==> config.mk <==
export PLATFORM = sky130hd
export DESIGN_NAME = averager_sequencer_flat
export DESIGN_NICKNAME = d
export VERILOG_FILES = /design/src/rtl/averager_pkg.sv /design/src/rtl/averager_sequencer_if.sv /design/src/rtl/averager_clken_pipe.sv /design/src/rtl/averager_sequencer.sv /design/src/flat_wrapper.sv
export SDC_FILE = /design/constraint.sdc
export NUM_CORES = 1
export LEC_CHECK = 0
export ABC_AREA = 1
export BUFFER_PORTS_ARGS = -buffer_cell sky130_fd_sc_hd__buf_2
export CAP_MARGIN = 25
export CORE_UTILIZATION = 50
export CTS_CLUSTER_DIAMETER = 150
export CTS_CLUSTER_SIZE = 30
export DETAILED_ROUTE_END_ITERATION = 12
export GPL_ROUTABILITY_DRIVEN = 0
export PLACE_DENSITY = 0.79
export SLEW_MARGIN = 10
export SYNTH_ARGS = -nofsm -noshare
export SYNTH_HDL_FRONTEND = slang
export SYNTH_HIERARCHICAL = 1
export SYNTH_SLANG_ARGS = --single-unit
==> constraint.sdc <==
create_clock -name clk -period 6.25 [get_ports clk]
set_clock_uncertainty 0.2 [all_clocks]
set_input_delay 0.3125 -clock clk [delete_from_list [all_inputs] [get_ports clk]]
set_output_delay 0.3125 -clock clk [all_outputs]
set_load 0.1 [all_outputs]
==> src/rtl/averager_pkg.sv <==
// averager_pkg: shared state encoding, constants and saturating arithmetic for the averager sequencer
package averager_pkg;
  typedef enum logic [1:0] {RUN, ARMED, WRITE} state_t;
  localparam int MIN_COUNT_MAX = 3;
  function automatic logic [63:0] sat_inc(input logic [63:0] v, input int w);
    return v == (64'd1 << w) - 64'd1 ? v : v + 64'd1;
  endfunction
endpackage

==> src/rtl/averager_sequencer_if.sv <==
// averager_sequencer_if: control inputs and sequencing outputs of the averager sequencer
interface averager_sequencer_if #(
  parameter int FAST_COUNT_WIDTH = 13,
  parameter int SLOW_COUNT_WIDTH = 19,
  parameter int ADDR_WIDTH = 16
);
  logic clken, restart, avg_on;
  logic [FAST_COUNT_WIDTH-1:0] count_max;
  logic [SLOW_COUNT_WIDTH-1:0] n_avg_max, n_avg;
  logic ready, done, wen, overflow, clr_fback, avg_on_out, buf_sel;
  logic [ADDR_WIDTH-1:0] address;
  modport master(output clken, restart, avg_on, count_max, n_avg_max,
                 input ready, done, wen, n_avg, overflow, clr_fback, avg_on_out, buf_sel, address);
  modport slave(input clken, restart, avg_on, count_max, n_avg_max,
                output ready, done, wen, n_avg, overflow, clr_fback, avg_on_out, buf_sel, address);
endinterface

==> src/rtl/averager_clken_pipe.sv <==
// averager_clken_pipe: delays the sample strobe to line it up with the datapath latency
module averager_clken_pipe #(
  parameter int DEPTH = 2
) (
  input  logic clk,
  input  logic resetn,
  input  logic d,
  output logic q
);
  if (DEPTH == 0) begin : g_wire
    assign q = d;
  end else begin : g_pipe
    logic [DEPTH-1:0] pipe;
    always_ff @(posedge clk or negedge resetn)
      if (!resetn) pipe <= '0;
      else pipe <= DEPTH'({pipe, d});
    assign q = pipe[DEPTH-1];
  end
endmodule

==> src/rtl/averager_sequencer.sv <==
// averager_sequencer: frame/address sequencer for the BRAM averager, with manual and fixed-N auto averaging
module averager_sequencer import averager_pkg::*; #(
  parameter int FAST_COUNT_WIDTH = 13,
  parameter int SLOW_COUNT_WIDTH = 19,
  parameter int CLKEN_DELAY = 2,
  parameter int ADDR_LSB = 2,
  parameter int PINGPONG = 1
) (
  input logic clk,
  input logic resetn,
  averager_sequencer_if.slave bus
);
  localparam int F = FAST_COUNT_WIDTH;
  localparam int S = SLOW_COUNT_WIDTH;
  localparam int AW = F + ADDR_LSB + PINGPONG;
  localparam logic [S:0] ONE = 1;
  state_t state;
  logic ce, fe, slow_full, auto_hit, restart_ok, overflow_int, r0, r1;
  logic [F-1:0] fast, cmr, cmr_next;
  logic [S-1:0] slow, slow_next;
  averager_clken_pipe #(.DEPTH(CLKEN_DELAY)) u_pipe (.clk(clk), .resetn(resetn), .d(bus.clken), .q(ce));
  assign fe = ce && fast == cmr;
  assign slow_next = S'(sat_inc(64'(slow), S));
  assign slow_full = &slow;
  assign auto_hit = bus.n_avg_max != '0 && {1'b0, slow} + ONE >= {1'b0, bus.n_avg_max} - ONE;
  assign restart_ok = bus.restart && ce && bus.n_avg_max == '0;
  assign cmr_next = bus.count_max < F'(MIN_COUNT_MAX) ? F'(MIN_COUNT_MAX) : bus.count_max;
  assign bus.wen = state == WRITE;
  always_comb begin
    bus.address = AW'(fast) << ADDR_LSB;
    if (PINGPONG != 0) bus.address[AW-1] = bus.buf_sel;
  end
  always_ff @(posedge clk or negedge resetn)
    if (!resetn) begin
      state <= RUN;
      fast <= '0;
      slow <= '0;
      cmr <= '1;
      overflow_int <= 1'b0;
      r0 <= 1'b0;
      r1 <= 1'b0;
      bus.ready <= 1'b1;
      bus.done <= 1'b0;
      bus.n_avg <= '0;
      bus.overflow <= 1'b0;
      bus.clr_fback <= 1'b1;
      bus.avg_on_out <= 1'b0;
      bus.buf_sel <= 1'b0;
    end else begin
      bus.done <= state == WRITE && fe;
      if (ce) fast <= fe ? '0 : fast + 1'b1;
      // feedback control settles two samples before the write frame closes
      if (state == WRITE && ce && fast == cmr - F'(2)) begin
        bus.clr_fback <= ~bus.avg_on;
        r0 <= bus.avg_on;
        r1 <= r0;
      end
      case (state)
        RUN: begin
          if (fe) begin
            slow <= slow_next;
            if (slow_full) overflow_int <= 1'b1;
          end
          if (restart_ok) begin
            state <= fe ? WRITE : ARMED;
            bus.ready <= 1'b0;
          end else if (fe && auto_hit) state <= WRITE;
        end
        ARMED: if (fe) begin
          state <= WRITE;
          slow <= slow_next;
          if (slow_full) overflow_int <= 1'b1;
        end
        WRITE: if (fe) begin
          state <= bus.n_avg_max == S'(1) ? WRITE : RUN;
          slow <= '0;
          bus.n_avg <= slow_next;
          bus.overflow <= overflow_int;
          overflow_int <= 1'b0;
          bus.buf_sel <= PINGPONG != 0 && !bus.buf_sel;
          cmr <= cmr_next;
          bus.ready <= 1'b1;
          bus.avg_on_out <= r1;
        end
        default: state <= RUN;
      endcase
    end
endmodule

==> src/flat_wrapper.sv <==
// flat-port wrapper written by rule: the top's interface ports become plain ports
module averager_sequencer_flat import averager_pkg::*;
#(
  parameter int FAST_COUNT_WIDTH = 13,
  parameter int SLOW_COUNT_WIDTH = 19,
  parameter int CLKEN_DELAY = 2,
  parameter int ADDR_LSB = 2,
  parameter int PINGPONG = 1
)
  (clk, resetn, bus_clken, bus_restart, bus_avg_on, bus_count_max, bus_n_avg_max, bus_ready, bus_done, bus_wen, bus_n_avg, bus_overflow, bus_clr_fback, bus_avg_on_out, bus_buf_sel, bus_address);
  averager_sequencer_if #(.FAST_COUNT_WIDTH(FAST_COUNT_WIDTH), .SLOW_COUNT_WIDTH(SLOW_COUNT_WIDTH), .ADDR_WIDTH(16)) bus_i ();
  input logic clk;
  input logic resetn;
  input wire logic [$bits(bus_i.clken)-1:0] bus_clken;
  input wire logic [$bits(bus_i.restart)-1:0] bus_restart;
  input wire logic [$bits(bus_i.avg_on)-1:0] bus_avg_on;
  input wire logic [$bits(bus_i.count_max)-1:0] bus_count_max;
  input wire logic [$bits(bus_i.n_avg_max)-1:0] bus_n_avg_max;
  output wire logic [$bits(bus_i.ready)-1:0] bus_ready;
  output wire logic [$bits(bus_i.done)-1:0] bus_done;
  output wire logic [$bits(bus_i.wen)-1:0] bus_wen;
  output wire logic [$bits(bus_i.n_avg)-1:0] bus_n_avg;
  output wire logic [$bits(bus_i.overflow)-1:0] bus_overflow;
  output wire logic [$bits(bus_i.clr_fback)-1:0] bus_clr_fback;
  output wire logic [$bits(bus_i.avg_on_out)-1:0] bus_avg_on_out;
  output wire logic [$bits(bus_i.buf_sel)-1:0] bus_buf_sel;
  output wire logic [$bits(bus_i.address)-1:0] bus_address;
  assign bus_i.clken = bus_clken;
  assign bus_i.restart = bus_restart;
  assign bus_i.avg_on = bus_avg_on;
  assign bus_i.count_max = bus_count_max;
  assign bus_i.n_avg_max = bus_n_avg_max;
  assign bus_ready = bus_i.ready;
  assign bus_done = bus_i.done;
  assign bus_wen = bus_i.wen;
  assign bus_n_avg = bus_i.n_avg;
  assign bus_overflow = bus_i.overflow;
  assign bus_clr_fback = bus_i.clr_fback;
  assign bus_avg_on_out = bus_i.avg_on_out;
  assign bus_buf_sel = bus_i.buf_sel;
  assign bus_address = bus_i.address;
  averager_sequencer #(.FAST_COUNT_WIDTH(FAST_COUNT_WIDTH), .SLOW_COUNT_WIDTH(SLOW_COUNT_WIDTH), .CLKEN_DELAY(CLKEN_DELAY), .ADDR_LSB(ADDR_LSB), .PINGPONG(PINGPONG)) u_core (.clk(clk), .resetn(resetn), .bus(bus_i));
endmodule
==> impl_metrics.yaml, run 1 <==
run_status:
  outcome: "finished clean"
routing:
  routed_via_density: 5.06
  drt_wl_total_um: 13200
  drc: 0
  drtAntennaViolNets: 0
  first_pass_iters: 6
  vias: 5150
  wl_per_cell_um: 12.9
  drtIter0Drc: 511
pwr:
  p_per_area_mw_per_mm2: 206
  p_leak_nw: 3.54
  peakVddDrop_mv: 0.175
  seqPwrFrac: 0.438
  internal_power_uw: 778
  p_switching_uw: 484
  p_clk_frac: 0.305
  switching_share: 0.384
  pwr-share-comb: 0.257
synthesis:
  synth-edff-count: 0
  yosysTopAreaCellShare: 0.291
  synth_flop_cell: "dfrtp_1"
  ys_top_cells_by_area: "dfrtp_1 (29%), nand2_1 (17%), inv_1 (9.3%), dfstp_2 (7.4%), nor2_1 (6.7%)"
  yosysTopAreaCell: "dfrtp_1"
  ys_seq_area_frac: 0.364
  synthCells: 791
  ys_ff_latch: 77
  async_reset_ff_frac: 1.00
  synth_common_cells: "nand2_1 (247), inv_1 (132), nor2_1 (96)"
  synth_warnings: 6
  yosysMostFrequentCell: "nand2_1"
  ys_types: 36
  avgSynthCellArea_um2: 6.75
  synth_area_mm2: 0.00534
global_route:
  busiest_layer: "met1"
  antenna_found_initial: 0
  grt_use_met2: 0.359
  grt_pass1_wl_um: 22100
  globalRouteMet1Util: 0.378
  grt_util_met3: 0.0501
  grt_pass1_vias: 4639
  grt_usage: 0.251
  grt_max_degree: 78
  grt.overflow.total: 0
sta:
  maxSlewViolCount: 0
  setup_viol: 0
  rsz0062_at_grt: "false"
  layout_min_cycle_time_ns: 3.14
  relSlewSlack: 0.546
  tns_ns: 0
  max_freq_mhz: 318
  hold_viol: 0
  period_share: 0.503
  worstMarginPinSlew_ns: 0.681
  finalWorstSetupSlack_ns: 3.11
setup_path:
  start_kind: "flip-flop"
  worstPathMaxFanout: 7
  critPathLaunch: "u_core/slow[0]"
  rr_startpoint: "u_core/slow[0]"
  critPathRequiredTime_ns: 6.36
  worstPathArrival_ns: 3.25
  critical_path_class: "flip-flop to flip-flop"
  endpoint_kind: "flip-flop"
floorplanning:
  die_w_um: 105
  start_util: 0.517
  rows: 37
  core_mm2: 0.0103
  pin_count: 79
  die_h_um: 105
  design.die.area_mm2: 0.0111
placed_design:
  port_buffers: 76
  preCtsSetupSlack_ns: 3.20
  place_hpwl_um: 9820
  place_area_mm2: 0.00582
cts:
  clk_latency_ns: 0.37
  ctsHtreeMaxLevel: 3
  clock_sinks: 77
  clk_pin_slew_ns: 0.09
  clockBufferDepth: 2
  cts_root_buf: "clkbuf_8"
  cts_buffers: 9
  cts_tree: "built"
layout:
  nets: 938
  areaGrowthSynthToFinish_pct: 14.8
  drive_gt1_frac: 0.149
  post-route-cell-area_mm2: 0.00613
  num_antenna_cells: 0
  fillCellCount: 977
job:
  maxCapViolCount: 0
min_path:
  min-delay-start: "bus_count_max[3]"
  hold_class: "input port to flip-flop"
[state kept, by name, summed over array words and instances (netlist names)]
signal,flops
u_core/bus.overflow,1
u_core/r1,1
u_core/bus.done,1
u_core/bus.avg_on_out,1
u_core/u_pipe/g_pipe.pipe,2
u_core/bus.buf_sel,1
u_core/bus.ready,1
u_core/r0,1
u_core/slow,19
u_core/bus.n_avg,19
u_core/bus.clr_fback,1
u_core/fast,13
u_core/state,2
u_core/overflow_int,1
u_core/cmr,13
[cell type report]
| class | count | area (um^2) | share of cell area |
|---|---|---|---|
| clock inverters | 7 | 75.1 | 0.0122 |
| clock buffers | 9 | 124 | 0.0202 |
| repair buffers | 86 | 500 | 0.0816 |
| well taps | 136 | 170 | 0.0277 |
| multi-input cells | 561 | 2790 | 0.454 |
| inverters | 141 | 532 | 0.0867 |
| flip-flops and latches | 77 | 1950 | 0.317 |
[critical path, cell delays in order (launching register included)]
cell	delay (ns)
dfrtp_1	0.48
ha_1	0.22
nand3_1	0.13
nor2_2	0.21
nand3_1	0.17
nor2_1	0.19
nand2_1	0.12
inv_1	0.08
nand3_1	0.08
nand2_1	0.09
inv_1	0.05
ha_1	0.26
nand2_1	0.06
nor2_1	0.18
nand2_1	0.09
nor2_1	0.11
nand2_1	0.06
nand4_1	0.08
nand2_1	0.05
nand2_1	0.06
nand3_1	0.06
nand2_1	0.06
[power by group through the flow]
| stage | logic (mW) | clock network, mW | registers [mW] |
|---|---|---|---|
| after floorplan | 0.144 | 0 | 0.656 |
| after global placement | 0.313 | 0 | 0.562 |
| after detailed placement | 0.315 | 0 | 0.562 |
| after CTS | 0.321 | 0.390 | 0.553 |
| after global routing | 0.353 | 0.414 | 0.558 |
| final | 0.324 | 0.385 | 0.553 |
[cells by family after synthesis]
group                    after synthesis  share of synthesized area
adder cells (fa/ha/maj)               25                     0.0586
flip-flops                            77                      0.364
AND/OR/NAND/NOR                      421                      0.325
buffers and inverters                154                      0.115
AO/OA/AOI/OAI                         78                     0.0790
XOR/XNOR                              35                     0.0574
other                                  1                   0.000702
[worst paths after layout]
path	end	slack (ns)	cells after the start
worst max-delay path	u_core/state[1]	3.11	21
worst min-delay path	u_core/cmr[3]	0.005	3
worst max register to register	u_core/state[1]	3.11	21
worst min register to register	u_core/u_pipe/g_pipe.pipe[1]	0.15	0
max in group asynchronous	u_core/cmr[2]	5.10	3
min in group asynchronous	u_core/slow[12]	0.13	2
[cells in the final DEF (no fill, tap or decap), drive strengths merged, types with 10 or more instances in the layout]
cell | Yosys | layout
a21oi | 14 | 14
nor2 | 101 | 101
ha | 25 | 25
nand4 | 13 | 13
inv | 139 | 140
nand3 | 32 | 32
o21ai | 49 | 49
buf | 13 | 77
xor2 | 25 | 25
dfstp | 15 | 15
dfrtp | 62 | 62
nor3 | 15 | 15
xnor2 | 10 | 10
nand2 | 250 | 250
[metal layers]
metal | wire length [um] | share of wire | vias up
met5 | 0 | 0 | -
met4 | 257 | 0.020 | 0
met3 | 1060 | 0.081 | 24
met2 | 5430 | 0.41 | 224
met1 | 6410 | 0.49 | 2296
li1 | - | - | 2606
[per-stage QoR]
stage	utilization	hold slack, ns	cells	power (mW)
2_1_floorplan	-	-0.183	792	0.800
3_3_place_gp	0.563	0.131	991	0.875
3_5_place_dp	0.563	0.136	991	0.877
4_1_cts	0.591	0.00166	1016	1.26
5_1_grt	0.594	0.00799	1017	1.33
6_report	0.594	0.00508	1017	1.26
[repair_timing]
item | in CTS | in global routing
hold endpoints to repair | 70 | 0
hold buffers | 9 | 0
resized for setup | 0 | 0
buffers inserted | 0 | 0
Note: power is estimated with default switching activity, not from simulation.
==> inputs of run 2 (changes only) <==
--- a/config.mk
+++ b/config.mk
@@ -13,7 +13,7 @@
 export CTS_CLUSTER_SIZE = 30
 export DETAILED_ROUTE_END_ITERATION = 12
 export GPL_ROUTABILITY_DRIVEN = 0
-export PLACE_DENSITY = 0.79
+export PLACE_DENSITY = 0.82
 export SLEW_MARGIN = 10
 export SYNTH_ARGS = -nofsm -noshare
 export SYNTH_HDL_FRONTEND = slang
==> constraint.sdc (replaced) <==
create_clock -name clk -period 2.6 [get_ports clk]
set_clock_uncertainty 0.2 [all_clocks]
set_input_delay 0.13 -clock clk [delete_from_list [all_inputs] [get_ports clk]]
set_output_delay 0.13 -clock clk [all_outputs]
set_load 0.1 [all_outputs]
==> run 2 against run 1 <==
  * The run now ends with setup timing left
  * Global-route usage rose by 1.7 points
  * Die area did not move
  * Worst setup slack got worse by 3.3 ns
  * Critical path depth fell by 4
  * Utilization rose by 6.2 points
  * Combinational power rose to 2.6 times the previous value
  * Register-to-register slack got worse by 3.3 ns
  * Non-clock buffer count rose by 68
  * Hold slack improved by 0.012 ns
  * Clock power rose to 2.6 times the previous value
  * Critical endpoint unchanged
  * Largest cell class unchanged
==> impl_metrics.yaml, run 2 (synthesized netlist as in run 1, its figures left out) <==
sta:
  layout_min_cycle_time_ns: 2.80
  period_share: 1.08
  setup_viol: 1
  rsz0062_at_grt: "true"
  max_freq_mhz: 358
  tns_ns: -0.196
  hold_viol: 0
  hold_slack_ns: 0.0169
  finalWorstSetupSlack_ns: -0.196
  maxSlewViolCount: 0
routing:
  drc: 0
  met1Wirelength_um: 6820
  first_pass_iters: 6
  top_layer: "met4"
  drtAntennaViolNets: 0
  routed_via_density: 5.07
  wl_per_cell_um: 13.5
  drt_wl_total_um: 14600
  drtIter0Drc: 562
  vias: 5499
  met3_wirelength_um: 1050
  wl_met2_um: 6290
global_route:
  grt_usage: 0.268
  grt.overflow.total: 0
  grt_pass1_wl_um: 23400
  grt_pass1_vias: 5071
  grt_max_degree: 78
  antenna_found_initial: 0
cts:
  clock_sinks: 77
  cts_root_buf: "clkbuf_8"
  clk_pin_slew_ns: 0.08
  cts_buffers: 9
  ctsHtreeMaxLevel: 3
  clockBufferDepth: 2
  cts_tree: "built"
  clk_latency_ns: 0.36
pwr:
  peakVddDrop_mv: 0.535
  p_per_area_mw_per_mm2: 466
  p_leak_nw: 3.86
floorplanning:
  die_h_um: 105
  die_w_um: 105
  start_util: 0.517
  pin_count: 79
  design.die.area_mm2: 0.0111
  rows: 37
  core_mm2: 0.0103
layout:
  fillCellCount: 869
  areaGrowthSynthToFinish_pct: 26.9
  post-route-cell-area_mm2: 0.00677
  num_antenna_cells: 0
  layout_common_cells: "nand2_1 (246), inv_1 (131), nor2_1 (89)"
  final_common_cell: "nand2_1"
  nets: 1006
  drive_gt1_frac: 0.218
  reg_top3: "u_core/bus.n_avg (19), u_core/slow (19)"
setup_path:
  worstPathMaxFanout: 5
  worstPathArrival_ns: 2.90
  endpoint_kind: "flip-flop"
  start_kind: "flip-flop"
  critPathRequiredTime_ns: 2.70
  critical_path_class: "flip-flop to flip-flop"
placed_design:
  port_buffers: 76
  place_area_mm2: 0.00624
  place_hpwl_um: 10600
  preCtsSetupSlack_ns: -0.143
job:
  maxCapViolCount: 0
run_status:
  outcome: "finished with violations"
  violations: "setup timing"
min_path:
  hold_class: "input port to flip-flop"
[run 2: report_power, final]
group / total [mW] / internal [mW] / switching (mW)
registers: 1.32 / 1.24 / 0.0737
clock network: 1.00 / 0.570 / 0.434
logic: 0.834 / 0.206 / 0.627
[run 2: critical path, stage by stage, from the launching register on]
cell     delay (ns)
dfrtp_1        0.43
nand2_1        0.14
nor3_2         0.20
nand2_1        0.09
nor2_1         0.20
xor2_1         0.30
inv_1          0.09
ha_1           0.30
nand2_1        0.07
nor2_2         0.11
nand2_1        0.08
nor2_1         0.12
nand2_1        0.07
nand4_1        0.10
nand2_1        0.06
nand2_1        0.05
nand3_1        0.06
nand2_1        0.07
[run 2: final cells by class]
| class | count | area (um^2) | share of cell area |
|---|---|---|---|
| timing repair buffer | 154 | 1030 | 0.152 |
| clock inverter | 3 | 68.8 | 0.0102 |
| sequential | 77 | 1950 | 0.287 |
| clock buffer | 13 | 149 | 0.0220 |
| inverter | 141 | 532 | 0.0785 |
| tap | 136 | 170 | 0.0251 |
| multi-input combinational | 561 | 2880 | 0.425 |
[run 2: per-stage QoR]
stage | instances | util | total power [mW]
4_1_cts | 1082 | 0.651 | 3.16
2_1_floorplan | 792 | - | 1.93
3_5_place_dp | 1044 | 0.604 | 2.13
6_report | 1085 | 0.656 | 3.15
5_1_grt | 1085 | 0.656 | 3.28
3_3_place_gp | 1044 | 0.604 | 2.12
[run 2: what timing repair did]
item                                   in CTS  in global routing
buffers inserted                            6                  1
endpoints found under the hold margin      78                 13
gates resized for setup                    13                  3
setup endpoints to repair                   1                  2
hold buffers                               16                  1
pin swaps                                  13                  2
[run 2: worst paths after layout]
kind / start / end / slack, ns / depth (start not counted)
setup / recovery: u_core/slow[7] / u_core/state[1] / -0.20 / 17
hold / removal: bus_restart / u_core/state[0] / 0.02 / 5
setup reg to reg: u_core/slow[7] / u_core/state[1] / -0.20 / 17
hold reg to reg: u_core/u_pipe/g_pipe.pipe[0] / u_core/u_pipe/g_pipe.pipe[1] / 0.16 / 0
max in group asynchronous: resetn / u_core/cmr[7] / 1.07 / 4
min in group asynchronous: resetn / u_core/bus.n_avg[16] / 0.50 / 3
[run 2: layer usage]
metal / vias to the layer above / track usage
li1: 2741 / -
met1: 2461 / 0.383
met2: 248 / 0.398
met3: 49 / 0.0507
met4: 0 / 0.113
met5: - / 0
